<file path="config.mk">
export PLATFORM = sky130hd
export DESIGN_NAME = fetch_queue_flat
export DESIGN_NICKNAME = d
export VERILOG_FILES = /design/src/rtl/fetch_queue_if.sv /design/src/rtl/fetch_queue.sv /design/src/flat_wrapper.sv
export SDC_FILE = /design/constraint.sdc
export NUM_CORES = 1
export LEC_CHECK = 0
export BUFFER_PORTS_ARGS = -buffer_cell sky130_fd_sc_hd__buf_2
export CAP_MARGIN = 20
export CORE_ASPECT_RATIO = 1.1
export CORE_UTILIZATION = 39
export CTS_CLUSTER_DIAMETER = 60
export DETAILED_ROUTE_END_ITERATION = 7
export PLACE_DENSITY = 0.58
export SLEW_MARGIN = 25
export SYNTH_ARGS = -nofsm -noshare
export SYNTH_HDL_FRONTEND = slang
export SYNTH_SLANG_ARGS = --single-unit
</file>
<file path="constraint.sdc">
create_clock -name clk -period 4.4 [get_ports clk]
set_clock_uncertainty 0.15 [all_clocks]
set_input_delay 0.22 -clock clk [delete_from_list [all_inputs] [get_ports clk]]
set_output_delay 0.22 -clock clk [all_outputs]
set_load 0.005 [all_outputs]
</file>
<file path="src/rtl/fetch_queue_if.sv">
// Fetch queue bus: instruction-memory side and decode side.
// The fetch stage takes the master view, the environment the slave view.
interface fetch_queue_if #(
  parameter int XLEN = 32
);
  logic            trigger;
  logic            StallD;
  logic            FlushD;
  logic            PCSrcD;
  logic [XLEN-1:0] PCBranchD;
  logic            imem_ready;
  logic [XLEN-1:0] imem_rdata;
  logic [XLEN-1:0] imem_addr;
  logic [XLEN-1:0] InstrD;
  logic [XLEN-1:0] PCD;
  logic [XLEN-1:0] PCPlus4D;
  logic            ValidD;
  logic            Fetching;

  modport master (
    input  trigger,
    input  StallD,
    input  FlushD,
    input  PCSrcD,
    input  PCBranchD,
    input  imem_ready,
    input  imem_rdata,
    output imem_addr,
    output InstrD,
    output PCD,
    output PCPlus4D,
    output ValidD,
    output Fetching
  );

  modport slave (
    output trigger,
    output StallD,
    output FlushD,
    output PCSrcD,
    output PCBranchD,
    output imem_ready,
    output imem_rdata,
    input  imem_addr,
    input  InstrD,
    input  PCD,
    input  PCPlus4D,
    input  ValidD,
    input  Fetching
  );
endinterface

</file>
<file path="src/rtl/fetch_queue.sv">
// Instruction fetch stage with a DEPTH-entry queue
// decoupling the PC from decode stalls and memory wait states.
module fetch_queue #(
  parameter int              XLEN     = 32,
  parameter int              DEPTH    = 4,
  parameter logic [XLEN-1:0] RESET_PC = '0,
  parameter logic [XLEN-1:0] NOP      = XLEN'(32'h0000_0013)
) (
  input logic           clk,
  input logic           reset,
  fetch_queue_if.master bus
);

  localparam int AW = $clog2(DEPTH);
  localparam int CW = $clog2(DEPTH + 1);

  typedef enum logic {
    IDLE,
    RUN
  } state_t;

  state_t          state;
  logic [XLEN-1:0] pc;
  logic [CW-1:0]   count;
  logic [AW-1:0]   rd_ptr;
  logic [AW-1:0]   wr_ptr;
  logic [XLEN-1:0] instr_mem [DEPTH];
  logic [XLEN-1:0] pc_mem    [DEPTH];

  logic valid;
  logic fetching;
  logic full;
  logic pop;
  logic push;
  logic unused_lsb;

  assign valid    = count != '0;
  assign fetching = state == RUN;
  assign full     = count == CW'(DEPTH);
  assign pop      = valid
                  && (!bus.StallD || bus.FlushD);
  assign push     = fetching
                  && bus.imem_ready
                  && !bus.PCSrcD
                  && (!full || pop);

  // Target low bits are dropped: fetch is word aligned.
  assign unused_lsb = ^bus.PCBranchD[1:0];

  // Start control: wait for trigger, then run until reset.
  always_ff @(posedge clk or posedge reset) begin
    if (reset) begin
      state <= IDLE;
    end else if (state == IDLE && bus.trigger) begin
      state <= RUN;
    end
  end

  // PC, occupancy and pointers; redirect overrides push/pop.
  always_ff @(posedge clk or posedge reset) begin
    if (reset) begin
      pc     <= RESET_PC;
      count  <= '0;
      rd_ptr <= '0;
      wr_ptr <= '0;
    end else if (bus.PCSrcD) begin
      pc     <= {bus.PCBranchD[XLEN-1:2], 2'b00};
      count  <= '0;
      rd_ptr <= '0;
      wr_ptr <= '0;
    end else begin
      if (push) begin
        pc     <= pc + XLEN'(4);
        wr_ptr <= wr_ptr + AW'(1);
      end
      if (pop) begin
        rd_ptr <= rd_ptr + AW'(1);
      end
      if (push && !pop) begin
        count <= count + CW'(1);
      end else if (pop && !push) begin
        count <= count - CW'(1);
      end
    end
  end

  // Queue storage: fetched word and its PC at the tail.
  always_ff @(posedge clk) begin
    if (push) begin
      instr_mem[wr_ptr] <= bus.imem_rdata;
      pc_mem[wr_ptr]    <= pc;
    end
  end

  assign bus.imem_addr = pc;
  assign bus.ValidD    = valid;
  assign bus.Fetching  = fetching;
  assign bus.InstrD    = valid ? instr_mem[rd_ptr] : NOP;
  assign bus.PCD       = valid ? pc_mem[rd_ptr] : '0;
  assign bus.PCPlus4D  = valid ? pc_mem[rd_ptr] + XLEN'(4)
                               : '0;

endmodule

</file>
<file path="src/flat_wrapper.sv">
// flat-port wrapper written by rule: the top's interface ports become plain ports
module fetch_queue_flat 
#(
  parameter int              XLEN     = 32,
  parameter int              DEPTH    = 4,
  parameter logic [XLEN-1:0] RESET_PC = '0,
  parameter logic [XLEN-1:0] NOP      = XLEN'(32'h0000_0013)
)
  (clk, reset, bus_trigger, bus_StallD, bus_FlushD, bus_PCSrcD, bus_PCBranchD, bus_imem_ready, bus_imem_rdata, bus_imem_addr, bus_InstrD, bus_PCD, bus_PCPlus4D, bus_ValidD, bus_Fetching);
  fetch_queue_if #(.XLEN(XLEN)) bus_i ();
  input logic clk;
  input logic reset;
  input wire logic [$bits(bus_i.trigger)-1:0] bus_trigger;
  input wire logic [$bits(bus_i.StallD)-1:0] bus_StallD;
  input wire logic [$bits(bus_i.FlushD)-1:0] bus_FlushD;
  input wire logic [$bits(bus_i.PCSrcD)-1:0] bus_PCSrcD;
  input wire logic [$bits(bus_i.PCBranchD)-1:0] bus_PCBranchD;
  input wire logic [$bits(bus_i.imem_ready)-1:0] bus_imem_ready;
  input wire logic [$bits(bus_i.imem_rdata)-1:0] bus_imem_rdata;
  output wire logic [$bits(bus_i.imem_addr)-1:0] bus_imem_addr;
  output wire logic [$bits(bus_i.InstrD)-1:0] bus_InstrD;
  output wire logic [$bits(bus_i.PCD)-1:0] bus_PCD;
  output wire logic [$bits(bus_i.PCPlus4D)-1:0] bus_PCPlus4D;
  output wire logic [$bits(bus_i.ValidD)-1:0] bus_ValidD;
  output wire logic [$bits(bus_i.Fetching)-1:0] bus_Fetching;
  assign bus_i.trigger = bus_trigger;
  assign bus_i.StallD = bus_StallD;
  assign bus_i.FlushD = bus_FlushD;
  assign bus_i.PCSrcD = bus_PCSrcD;
  assign bus_i.PCBranchD = bus_PCBranchD;
  assign bus_i.imem_ready = bus_imem_ready;
  assign bus_i.imem_rdata = bus_imem_rdata;
  assign bus_imem_addr = bus_i.imem_addr;
  assign bus_InstrD = bus_i.InstrD;
  assign bus_PCD = bus_i.PCD;
  assign bus_PCPlus4D = bus_i.PCPlus4D;
  assign bus_ValidD = bus_i.ValidD;
  assign bus_Fetching = bus_i.Fetching;
  fetch_queue #(.XLEN(XLEN), .DEPTH(DEPTH), .RESET_PC(RESET_PC), .NOP(NOP)) u_core (.clk(clk), .reset(reset), .bus(bus_i));
endmodule
</file>
== Word level (Yosys, flattened, before mapping) ==
Memory sizes are Yosys's and may differ from the RTL's.
Index checks and enable logic that the tools add are counted.
W data, S select, Z words.
Cells by class
  $add $sub $neg: 6
  multipliers: 0
  div/mod/pow operators: 0
  order comparisons: 0
  equal/unequal tests: 1
  shift-type cells: 0
  mux-type cells: 14
  bitwise logic cells: 1
  reductions and logical operators: 18
Operators by type and width (count)
  $mux W32: 5
  $add A32 B3 Y32 const B: 2
  $mux W3: 3
  $mux W2: 4
  $logic_and A1 B1 Y1: 7
  $reduce_bool A3 Y1: 2
  $logic_not A1 Y1: 5
  $add A2 B1 Y2 const B: 2
  $reduce_bool A2 Y1: 2
  $add A3 B1 Y3 const B: 1
  $eq A3 B3 Y1 const B: 1
  $sub A3 B1 Y3 const B: 1
  $logic_or A1 B1 Y1: 2
  $mux W1: 2
  $not A1 Y1: 1
Word-level totals
  register bits after elaboration: 40
  bits in latches: 0
  bits in writable memories: 256
  bits in read-only memories: 0
  input port bits: 71
  output and inout port bits: 130
  logic and storage cells: 47
  memories: 2
Memories
  u_core.instr_mem: depth 4, bits a word 32, read ports 1, clocked after memory_dff 0, wr ports 1, RTL line fetch_queue.sv:27  | logic [XLEN-1:0] instr_mem [DEPTH];
  u_core.pc_mem: depth 4, bits a word 32, read ports 1, clocked after memory_dff 0, wr ports 1, RTL line fetch_queue.sv:28  | logic [XLEN-1:0] pc_mem [DEPTH];

== Logic depth before layout (Yosys ltp) ==
  word-level depth: 10
  mapped depth: 9
  gate-level depth less buffers: 8

== Least setup slack after synthesis ==
Ideal clock, no wire load.
  path type: register to register
  start point: register u_core.count[2]
  end point: memory u_core.instr_mem[0][0], enable pin
  library setup time: 427 ps
  data arrival time: 2665 ps
  data required time: 3823 ps
  slack: 1158 ps
  cell stages (with the launch flop): 5
  buffers on the path: 2
  clock period less this slack: 3242 ps
  path through: dfrtp_1 clkbuf_1 a21oi_1 clkbuf_1 and3_1
Between the ends
  longest elaborated chain between the ends: 6
  elaborated cells on any way between the ends: 8
  those cells by class: eq/ne: 1; mux: 2; reduce/logical: 5
Ends and longest elaborated chain
  start, declared: RTL line fetch_queue.sv:24  | logic [CW-1:0] count;
  start signal, assigned: RTL line fetch_queue.sv:80  | count <= count + CW'(1);
  start signal, assigned: RTL line fetch_queue.sv:82  | count <= count - CW'(1);
  $eq A3 B3 Y1 or $reduce_bool A3 Y1 (tied branches): RTL line fetch_queue.sv:39, fetch_queue.sv:37
  $logic_not A1 Y1 or $logic_and A1 B1 Y1 (tied branches): RTL line fetch_queue.sv:45, fetch_queue.sv:41
  $logic_or A1 B1 Y1 (*): RTL line fetch_queue.sv:45  | && (!full || pop);
  $logic_and A1 B1 Y1 (*): RTL line fetch_queue.sv:45
  $mux W1 (*): RTL line fetch_queue.sv:89  | if (push) begin
  $mux W1 (implied by the code) (*): RTL line fetch_queue.sv:90  | instr_mem[wr_ptr] <= bus.imem_rdata;
  end, declared: RTL line fetch_queue.sv:27
Mark *: on every way between the ends. The rest lies on a longest branch, timed or not.

== Worst setup path after layout ==
  start point: register u_core.rd_ptr[0]
  end point: output bus_PCPlus4D[28]
Between the ends
  longest elaborated chain between the ends: 3
Ends and longest elaborated chain
  start, declared: RTL line fetch_queue.sv:25  | logic [AW-1:0] rd_ptr;
  start signal, assigned: RTL line fetch_queue.sv:77  | rd_ptr <= rd_ptr + AW'(1);
  $mem_v2 Z4 W32
  $add A32 B3 Y32: RTL line fetch_queue.sv:100  | assign bus.PCPlus4D = valid ? pc_mem[rd_ptr] + XLEN'(4)
  $mux W32: RTL line fetch_queue.sv:100
  end, declared: RTL line flat_wrapper.sv:23  | output wire logic [$bits(bus_i.PCPlus4D)-1:0] bus_PCPlus4D;
No other way between the ends.

==> impl_results.md <==
* Gate power share at 0.289
* Fin. Hold Viols at 0
* Global-route wire length before repair at 43400 um
* Area taken by multi-input logic gates at 3720 um^2
* VDD IR-drop max at 0.356 mV
* Worst Path Required at 4.03 ns
* Warnings, synthesis at 0
* Slew Viols, Final at 0
* DRT Wirelength at 28600 um
* Fillers at 2694
* Clock Latency Late Sink at 0.55 ns
* Max Cap Viol at 0
* Unique masters post-synth at 52
* Post-cts sizing count at 0
* Seq cells post-synth at 286
* Top-count cell post-synth: edfxtp_1
* Hold Crit Class: primary input to register
* Pleak at 5.56 nW
* Starting Density at 0.396
* Setup Buffers After CTS at 0
* Unrepaired setup endpoints after global routing: false
* CP endpoint kind: output pin
* Reg area at 8400 um^2
* CTS tree: yes
* Wire length per cell at 19.3 um
* Placed Cells at 1362
* Die Wd at 172 um
* IO Pins at 201
* CTS clk-pin slew, worst paths at 0.06 ns
* Arrival @ worst endpoint at 3.70 ns
* Top post-synthesis cells by area: edfxtp_1 (60%), mux4_2 (10%), dfrtp_1 (7.7%), and2_1 (3.0%), nand2_1 (1.4%)
* Total gr overflow at 0
* CTS Buf Count at 31
* Num rows at 68
* Largest net degree at the start of global routing at 63
* Final core utilization at 0.495
* Via count at 7608
* Max-slew headroom at 0.405
* Mean Syn Cell Area at 16.0 um^2
* Area leader, netlist: edfxtp_1
* Status: finished clean
* Worst setup path class: register to output pin
* Sum Neg Setup Slack at 0 ns
* CTS sink count at 286
* Net Sw Frac at 0.297
* Dpl hpwl at 17900 um
* Share of synthesized flip-flops with an asynchronous set or reset at 0.133
* Final GP Congestion at 0.755
* Drc violations at 0
* Fin cells at 1486
* Final hold slack at 0.0436 ns
* Vias/cell at 5.12
* Layout area overhead at 25.2%
* Max FO, Critical Path at 23
* Vias in the first global route at 7564
* Number of port buffers at 192
* Initial drt markers at 489
* CORE AREA at 31400 um^2
* Clock network fraction of total power at 0.315
* CTS root buffer: clkbuf_16
* Layout cell share with drive strength beyond 1 at 0.319
* Sw Pwr at 2.47 mW
* # nets final at 1118
* DP Area at 13800 um^2
* Die ar. at 32600 um^2
* Final instance area at 15500 um^2
* Tot Pwr at 8.30 mW
* Synth top area share at 0.600
* Fmax at 0.246 GHz
* Post-synth top cells: edfxtp_1 (248), and2_1 (59), mux4_2 (57), nand2_1 (46), nor2_1 (40)
* DR pass1 iterations at 5
* Mapped Cells at 778
* Number of flops mapped to enable cells by yosys at 248
* Routed Antenna Nets at 0
* Startpoint type of the worst setup path: register
* P_int at 5.83 mW
* Least-Margin Pin Slew at 0.891 ns
* Tmin final at 4.07 ns
* Top FF cell, synth: edfxtp_1
* CTS Hold Bufs at 64
* Deepest clock path buffer count at 3
* Final WS setup at 0.330 ns
* Tot GR Track Use at 0.177
* Die height at 189 um
* Setup violators final at 0
* Total power divided by cell area at 534 nW/um^2
* H-tree depth at 1
* Sequential cell area fraction in the yosys report at 0.676
* Tcrit/Tclk final at 0.925
* Initial antenna violation count at 2
* Flop pwr share at 0.396
* Post-Syn Area at 12400 um^2
* Dpl ws at 0.917 ns
==> metal layers <==
metal,track usage,part of all wire,vias up
met1,0.229,0.43,3836
li1,-,-,3547
met5,0,0,-
met4,0.0480,0.022,0
met3,0.0288,0.046,40
met2,0.307,0.50,185
==> path summary, 6_finish.rpt <==
kind | from | to | slack [ns] | depth (start not counted)
max | u_core.rd_ptr[0] | bus_PCPlus4D[28] | 0.33 | 7
min | bus_StallD | u_core.rd_ptr[0] | 0.04 | 4
max reg2reg | u_core.bus.imem_addr[9] | u_core.bus.imem_addr[27] | 1.67 | 5
min reg2reg | u_core.bus.Fetching | u_core.bus.Fetching | 0.35 | 1
max in group asynchronous | reset | u_core.rd_ptr[0] | 3.45 | 4
min in group asynchronous | reset | u_core.wr_ptr[0] | 0.22 | 4
==> power by group through the flow <==
stage | sequential [mW] | combinational, mW | clock, mW
after floorplan | 3.23 | 1.57 | 0
after global placement | 3.35 | 2.38 | 0
after detailed placement | 3.35 | 2.40 | 0
after CTS | 3.29 | 2.45 | 2.66
after global routing | 3.31 | 2.66 | 2.76
final | 3.29 | 2.40 | 2.61
==> sequential cells by signal, summed over array words and instances (netlist names) <==
name                  flops
u_core.instr_mem        128
u_core.pc_mem           120
u_core.bus.imem_addr     30
u_core.count              3
u_core.rd_ptr             2
u_core.wr_ptr             2
u_core.bus.Fetching       1
==> layout make-up <==
class / count / area share
flip-flops and latches: 286 / 0.540
multi-input cells: 435 / 0.240
diodes: 2 / 0.000322
repair buffers: 270 / 0.114
clock buffers: 46 / 0.0593
well taps: 420 / 0.0338
clock inverters: 11 / 0.00869
inverters: 16 / 0.00386
==> cell families after synthesis <==
family | synth area share
muxes | 0.121
buffers and inverters | 0.0277
other | 0.000302
and+or+nand+nor | 0.109
DFF | 0.676
AOI/OAI and AO/OA | 0.0353
adders and majority gates | 0.00766
xor gates and xnor gates | 0.0226
==> cells in the final DEF (no fill, tap or decap), types with 7 or more instances in the layout <==
master / instances
or4_1: 9
a21oi_1: 17
a31oi_1: 11
mux4_2: 57
nor2_1: 40
nand3_1: 18
and2_1: 59
inv_1: 13
nand4_1: 13
or3_1: 12
xnor2_1: 13
clkbuf_16: 31
nor3_1: 7
and3_1: 7
buf_2: 192
xor2_1: 19
nand2_1: 46
buf_4: 10
clkbuf_8: 9
o31ai_1: 9
dfrtp_1: 36
o21ai_0: 34
edfxtp_1: 248
dlygate4sd3_1: 64
==> critical path, cell delays in order, from the launching register on <==
cell     delay (ns)
dfrtp_4        0.66
mux4_1         0.56
ha_1           0.28
nand3_1        0.15
or4_4          0.60
or4_1          0.54
a21oi_1        0.19
buf_2          0.14
Note: power is estimated with default switching activity, not from simulation.
